--- src/rtl/bus_arbiter_rr_if.sv ---
// Bus bundle between the requesting masters and bus_arbiter_rr.
// master: requester side; slave: the arbiter that consumes requests and drives the muxed bus.
interface bus_arbiter_rr_if #(
  parameter int N_MASTERS = 4,
  parameter int ADDR_W    = 3,
  parameter int DATA_W    = 8,
  parameter int N_SLAVES  = 5
);
  localparam int OW = $clog2(N_MASTERS);

  logic [N_MASTERS-1:0]        request;
  logic [N_MASTERS-1:0]        busbusy;
  logic [N_MASTERS*ADDR_W-1:0] address_in;
  logic [N_MASTERS*DATA_W-1:0] data_in;
  logic [N_MASTERS-1:0]        grant;
  logic [OW-1:0]               owner;
  logic                        bus_valid;
  logic [ADDR_W-1:0]           bus_address;
  logic [DATA_W-1:0]           bus_data;
  logic [N_SLAVES-1:0]         slave_sel;
  logic                        decode_err;
  logic                        protocol_err;
  logic                        wd_revoke;

  modport master (
    output request, busbusy, address_in, data_in,
    input  grant, owner, bus_valid, bus_address, bus_data,
    input  slave_sel, decode_err, protocol_err, wd_revoke
  );

  modport slave (
    input  request, busbusy, address_in, data_in,
    output grant, owner, bus_valid, bus_address, bus_data,
    output slave_sel, decode_err, protocol_err, wd_revoke
  );
endinterface

--- src/rtl/bus_arbiter_rr.sv ---
// Round-robin bus arbiter with registered address/data mux and one-hot slave decode.
// Optional idle-owner watchdog enabled by defining ARB_WATCHDOG_EN.
module bus_arbiter_rr #(
  parameter int N_MASTERS = 4,
  parameter int QUANTUM   = 4,
  parameter int ADDR_W    = 3,
  parameter int DATA_W    = 8,
  parameter int N_SLAVES  = 5,
  parameter int WD_CYCLES = 2
) (
  input logic             clk,
  input logic             rst,
  bus_arbiter_rr_if.slave bus
);
  localparam int OW = $clog2(N_MASTERS);
  localparam int TW = $clog2(QUANTUM + 1);

  localparam logic [1:0] ST_IDLE  = 2'd0;
  localparam logic [1:0] ST_GRANT = 2'd1;
  localparam logic [1:0] ST_GAP   = 2'd2;

  if (N_MASTERS < 2 || N_MASTERS > 8 || QUANTUM < 1 || QUANTUM > 15 ||
      WD_CYCLES < 1 || N_SLAVES < 1) begin : g_bad_params
    $error("bus_arbiter_rr: parameter out of range");
  end

  logic [1:0]        state;
  logic [TW-1:0]     tenure;
  logic [OW-1:0]     winner;
  logic [OW-1:0]     cand;
  logic              found;
  logic              any_req;
  logic              owner_busy;
  logic              exit_grant;
  logic              drive_valid;
  logic              in_range;
  logic              wd_fire;
  logic [ADDR_W-1:0] owner_addr;
  logic [DATA_W-1:0] owner_data;

  assign any_req    = |bus.request;
  assign owner_busy = bus.busbusy[bus.owner];

  // Rotating search from owner+1; the releasing owner is checked last.
  always_comb begin
    winner = bus.owner;
    cand   = '0;
    found  = 1'b0;
    for (int k = 1; k <= N_MASTERS; k++) begin
      cand = OW'((int'(bus.owner) + k) % N_MASTERS);
      if (!found && bus.request[cand]) begin
        winner = cand;
        found  = 1'b1;
      end
    end
  end

  always_comb begin
    owner_addr = '0;
    owner_data = '0;
    for (int i = 0; i < N_MASTERS; i++) begin
      if (bus.owner == OW'(i)) begin
        owner_addr = bus.address_in[i*ADDR_W +: ADDR_W];
        owner_data = bus.data_in[i*DATA_W +: DATA_W];
      end
    end
  end

  assign exit_grant = (state == ST_GRANT) &&
                      (!bus.request[bus.owner] || tenure == TW'(QUANTUM) || wd_fire);

  always_ff @(posedge clk or posedge rst) begin
    if (rst) begin
      state     <= ST_IDLE;
      bus.grant <= '0;
      bus.owner <= OW'(N_MASTERS - 1);
      tenure    <= '0;
    end else begin
      case (state)
        ST_GRANT: begin
          if (exit_grant) begin
            state     <= ST_GAP;
            bus.grant <= '0;
            tenure    <= '0;
          end else begin
            tenure <= tenure + TW'(1);
          end
        end
        ST_IDLE, ST_GAP: begin
          if (any_req) begin
            state     <= ST_GRANT;
            bus.owner <= winner;
            bus.grant <= N_MASTERS'(1) << winner;
            tenure    <= TW'(1);
          end else begin
            state  <= ST_IDLE;
            tenure <= '0;
          end
        end
        default: begin
          state     <= ST_IDLE;
          bus.grant <= '0;
          tenure    <= '0;
        end
      endcase
    end
  end

  assign drive_valid = (state == ST_GRANT) && bus.grant[bus.owner] && owner_busy;
  assign in_range    = int'(owner_addr) < N_SLAVES;

  // Bus side lags the owner's busbusy by one cycle; non-owner drivers are only flagged.
  always_ff @(posedge clk or posedge rst) begin
    if (rst) begin
      bus.bus_valid    <= 1'b0;
      bus.bus_address  <= '0;
      bus.bus_data     <= '0;
      bus.slave_sel    <= '0;
      bus.decode_err   <= 1'b0;
      bus.protocol_err <= 1'b0;
    end else begin
      bus.bus_valid    <= drive_valid;
      bus.bus_address  <= drive_valid ? owner_addr : '0;
      bus.bus_data     <= drive_valid ? owner_data : '0;
      bus.slave_sel    <= (drive_valid && in_range) ? (N_SLAVES'(1) << owner_addr) : '0;
      bus.decode_err   <= drive_valid && !in_range;
      bus.protocol_err <= |(bus.busbusy & ~bus.grant);
    end
  end

`ifdef ARB_WATCHDOG_EN
  localparam int WW = $clog2(WD_CYCLES + 1);

  logic [WW-1:0] wd_cnt;

  assign wd_fire = (state == ST_GRANT) && !owner_busy && (wd_cnt == WW'(WD_CYCLES - 1));

  // Counts consecutive idle-owner cycles; revoke pulse coincides with the first GAP cycle.
  always_ff @(posedge clk or posedge rst) begin
    if (rst) begin
      wd_cnt        <= '0;
      bus.wd_revoke <= 1'b0;
    end else begin
      bus.wd_revoke <= wd_fire;
      if (state != ST_GRANT || owner_busy || exit_grant) begin
        wd_cnt <= '0;
      end else begin
        wd_cnt <= wd_cnt + WW'(1);
      end
    end
  end
`else
  assign wd_fire       = 1'b0;
  assign bus.wd_revoke = 1'b0;
`endif
endmodule

--- src/flat_wrapper.sv ---
// flat-port wrapper written by rule: the top's interface ports become plain ports
module bus_arbiter_rr_flat 
#(
  parameter int N_MASTERS = 4,
  parameter int QUANTUM   = 4,
  parameter int ADDR_W    = 3,
  parameter int DATA_W    = 8,
  parameter int N_SLAVES  = 5,
  parameter int WD_CYCLES = 2
)
  (clk, rst, bus_request, bus_busbusy, bus_address_in, bus_data_in, bus_grant, bus_owner, bus_bus_valid, bus_bus_address, bus_bus_data, bus_slave_sel, bus_decode_err, bus_protocol_err, bus_wd_revoke);
  bus_arbiter_rr_if #(.N_MASTERS(N_MASTERS), .ADDR_W(ADDR_W), .DATA_W(DATA_W), .N_SLAVES(N_SLAVES)) bus_i ();
  input logic clk;
  input logic rst;
  input wire logic [$bits(bus_i.request)-1:0] bus_request;
  input wire logic [$bits(bus_i.busbusy)-1:0] bus_busbusy;
  input wire logic [$bits(bus_i.address_in)-1:0] bus_address_in;
  input wire logic [$bits(bus_i.data_in)-1:0] bus_data_in;
  output wire logic [$bits(bus_i.grant)-1:0] bus_grant;
  output wire logic [$bits(bus_i.owner)-1:0] bus_owner;
  output wire logic [$bits(bus_i.bus_valid)-1:0] bus_bus_valid;
  output wire logic [$bits(bus_i.bus_address)-1:0] bus_bus_address;
  output wire logic [$bits(bus_i.bus_data)-1:0] bus_bus_data;
  output wire logic [$bits(bus_i.slave_sel)-1:0] bus_slave_sel;
  output wire logic [$bits(bus_i.decode_err)-1:0] bus_decode_err;
  output wire logic [$bits(bus_i.protocol_err)-1:0] bus_protocol_err;
  output wire logic [$bits(bus_i.wd_revoke)-1:0] bus_wd_revoke;
  assign bus_i.request = bus_request;
  assign bus_i.busbusy = bus_busbusy;
  assign bus_i.address_in = bus_address_in;
  assign bus_i.data_in = bus_data_in;
  assign bus_grant = bus_i.grant;
  assign bus_owner = bus_i.owner;
  assign bus_bus_valid = bus_i.bus_valid;
  assign bus_bus_address = bus_i.bus_address;
  assign bus_bus_data = bus_i.bus_data;
  assign bus_slave_sel = bus_i.slave_sel;
  assign bus_decode_err = bus_i.decode_err;
  assign bus_protocol_err = bus_i.protocol_err;
  assign bus_wd_revoke = bus_i.wd_revoke;
  bus_arbiter_rr #(.N_MASTERS(N_MASTERS), .QUANTUM(QUANTUM), .ADDR_W(ADDR_W), .DATA_W(DATA_W), .N_SLAVES(N_SLAVES), .WD_CYCLES(WD_CYCLES)) u_core (.clk(clk), .rst(rst), .bus(bus_i));
endmodule
--- config.mk ---
export PLATFORM = sky130hd
export DESIGN_NAME = bus_arbiter_rr_flat
export DESIGN_NICKNAME = d
export VERILOG_FILES = /design/src/rtl/bus_arbiter_rr_if.sv /design/src/rtl/bus_arbiter_rr.sv /design/src/flat_wrapper.sv
export SDC_FILE = /design/constraint.sdc
export NUM_CORES = 1
export LEC_CHECK = 0
export ABC_CLOCK_PERIOD_IN_PS = 6200
export BUFFER_PORTS_ARGS = -buffer_cell sky130_fd_sc_hd__buf_2
export CORE_MARGIN = 2
export CORE_UTILIZATION = 45
export CTS_BUF_LIST = sky130_fd_sc_hd__clkbuf_8 sky130_fd_sc_hd__clkbuf_16
export CTS_CLUSTER_SIZE = 10
export DETAILED_ROUTE_END_ITERATION = 10
export MAX_ROUTING_LAYER = met4
export PLACE_DENSITY = 0.77
export RECOVER_POWER = 50
export SKIP_LAST_GASP = 1
export SYNTH_ARGS = -nofsm -noshare
export SYNTH_HDL_FRONTEND = slang
export SYNTH_SLANG_ARGS = --single-unit
--- constraint.sdc ---
create_clock -name clk -period 6.2 [get_ports clk]
set_input_delay 0.31 -clock clk [delete_from_list [all_inputs] [get_ports clk]]
set_output_delay 0.31 -clock clk [all_outputs]
set_load 0.05 [all_outputs]
==> reports/summary.txt <==
status - finished, violations left
failing checks - max-capacitance violations, max-slew violations
Reg2Reg Capture Point - u_core.bus.decode_err
GRT Overall Usage - 22.93%
unrepaired setup endpoints after global routing - false
CP max stage cell - dfstp_2
ys flop type - dfrtp_1
Lkg Pwr - 1.146 nW
port bufs - 78
worst skew pair latency - 280 ps
YS warnings - 0
Multi-input gate area - 919.6 µm²
Final Hold Vio Count - 0
clock-pin slew on the worst setup and hold paths - 60 ps
Worst Setup Start Kind - register
total chip power - 0.001238 W
fmax - 355.6 MHz
root buffer cell - clkbuf_8
Tcrit/Tclk final - 45.36%
setup tns final - 0 ps
Final #Nets - 317
MaxCap Viol Count - 1
Area Growth Syn to Fin - 27.52%
# DRC - 0
number of gates resized after CTS - 0
syn_area_per_cell - 9.763 µm²
DIE AREA - 4490 µm²
Synth Instances - 183
Worst Path Buf+Inv - 1
Mapped Nets - 243
RePlAce Congestion - 0.9101
Hold Startpoint - bus_data_in[28]
Worst Reg2Reg Path Length in Cells - 7
crit-path max FO - 13
Setup Viol. Count Final - 0
Synth area leaders - dfrtp_1 (39%), mux4_2 (5.0%), a221oi_1 (4.9%)
Initial Util - 47.73%
CP cell instances - inv_1 -> ha_1 -> nor2b_1 -> a221oi_1 -> nor3_1 -> a21oi_1 -> a211oi_1
Worst Hold End - u_core.bus.bus_data[4]
clk_skew - 6.104 ps
count leader, synth - dfrtp_1
Die Span X - 67.01 µm
synth unique cells - 45
layout cells sized above 1 - 33.33%
Crit Reg-Reg Startpoint - u_core.bus.owner[1]
Worst R2R Setup Slack - 3390 ps
I/O pins - 80
top cells by count, synth - dfrtp_1 (28), nor2_1 (16), inv_1 (15), nor2b_1 (14), a21oi_1 (12)
drt wl/cell - 14.74 µm
Pins Over Slew Limit - 31
post-CTS setup repair buffer count - 0
Tmin final - 2812 ps
first-pass GRT wire length - 7493 µm
Register Area - 753.2 µm²
Largest stage delay, worst path - 650 ps
TritonCTS clock tree - yes
design area - 2278 µm²
htree depth - 2
hold path depth - 3
Clock Sinks - 30
area leader, netlist - dfrtp_1
WL final - 4510 µm
cell area after synthesis - 1787 µm²
grt ovf - 0
DPL Wire Length - 3419 µm
CTS max path bufs - 2
Cell Area, Placed - 2187 µm²
Post-synth EDFFs - 0
critical path type - reg2reg
Worst EP required - 6370 ps
Via Count - 1658
Routed Antenna Nets - 0
Yosys reg bits - 30
Synth top area share - 39.22%
Pwr Density - 543.4 nW/µm²
CTS Buf Count - 5
DRT iter0 DRCs - 78
number of global-route vias before repair - 1597
max_slew headroom - -4.838%
Via density - 5.418
hold crit path type - in2reg
ys async rst share - 100.0%
Worst-Margin Slew - 1573 ps
Worst setup EP type - register
placement row count - 22
post-synthesis sequential area ratio - 42.16%
Vert. Die Dim - 67.01 µm
Antenna diodes - 0
largest net degree at the start of global routing - 31
Post-CTS Hold Buffers - 0
Crit path max-delay family - simple AND/OR/NAND/NOR gates
maximum vdd drop - 0.0003724 V
Final Util - 60.86%
router iterations before antenna repair - 4
Arr. time, crit path - 2980 ps
Filler Cells Inserted - 361
antenna violations before repair - 0
core area - 3744 µm²
how the worst max path moves through the flow:
stage | start | end | cells past startpoint
after floorplan | u_core.bus.owner[0] | u_core.bus.grant[3] | 9
final | u_core.bus.owner[1] | u_core.bus.decode_err | 7
after CTS | u_core.bus.owner[1] | u_core.bus.decode_err | 7
after global routing | u_core.bus.owner[1] | u_core.bus.slave_sel[3] | 7
after global placement | u_core.bus.owner[1] | u_core.bus.slave_sel[3] | 7
after detailed placement | u_core.bus.owner[1] | u_core.bus.decode_err | 7
worst min-delay path, stage by stage:
cell,delay (ps)
buf_2,70
a21oi_1,50
nor2_1,70
registers in the layout, summed over array words and instances, names as in the netlist:
| signal | count |
|---|---|
| u_core.bus.owner | 2 |
| u_core.tenure | 3 |
| u_core.bus.protocol_err | 1 |
| u_core.bus.slave_sel | 5 |
| u_core.bus.decode_err | 1 |
| u_core.bus.bus_data | 8 |
| u_core.bus.grant | 4 |
| u_core.bus.bus_address | 3 |
| u_core.bus.bus_valid | 1 |
| u_core.state | 2 |
layer usage:
| metal | global-route usage (%) | share of wire (%) |
|---|---|---|
| met5 | - | 0 |
| met4 | 7.908 | 1.3 |
| met3 | 4.899 | 6.2 |
| met2 | 36.51 | 51 |
| met1 | 28.91 | 42 |
cells in the final DEF, fill, tap and decap left out, drive strengths merged, types with 4 or more instances in the layout:
master and instances:
a21oi 12, a221oi 10, buf 67, clkbuf 17, dfrtp 28, ha 6
inv 15, mux4 5, nand2 8, nand3 4, nor2 16, nor2b 14
nor3 11, o211ai 5, o21ai 5
kinds of logic after synthesis:
group	share of synthesized area, %
AO/OA/AOI/OAI	18.49
XOR/XNOR	0.4903
adder cells (fa/ha/maj)	4.202
buffers and inverters	6.372
flip-flops	42.16
multiplexers	7.634
other	0.2099
AND/OR/NAND/NOR	20.45
through the flow:
stage	setup WS [ps]	hold WS [ps]	cells
floorplan	3409	399.3	183
global placement	3495	401.1	298
detailed placement	3403	407.9	298
CTS	3392	108.5	306
global route	3055	277.4	306
finish	3388	273.4	306
report_power, final:
| group | total, W | leakage (nW) | switching [W] | internal, W |
|---|---|---|---|---|
| registers | 0.000311 | 0.396 | 0.0000528 | 0.000258 |
| logic | 0.000738 | 0.691 | 0.000478 | 0.000260 |
| clock network | 0.000190 | 0.0579 | 0.0000717 | 0.000118 |
final cells by class:
| type | instances | share of cell area (%) |
|---|---|---|
| Multi-Input combinational cell | 126 | 40.36 |
| Sequential cell | 30 | 33.06 |
| Timing Repair Buffer | 79 | 16.69 |
| Clock buffer | 5 | 3.020 |
| Tap cell | 48 | 2.636 |
| Inverter | 15 | 2.471 |
| Clock inverter | 3 | 1.757 |
(Power assumes the default switching activity.)
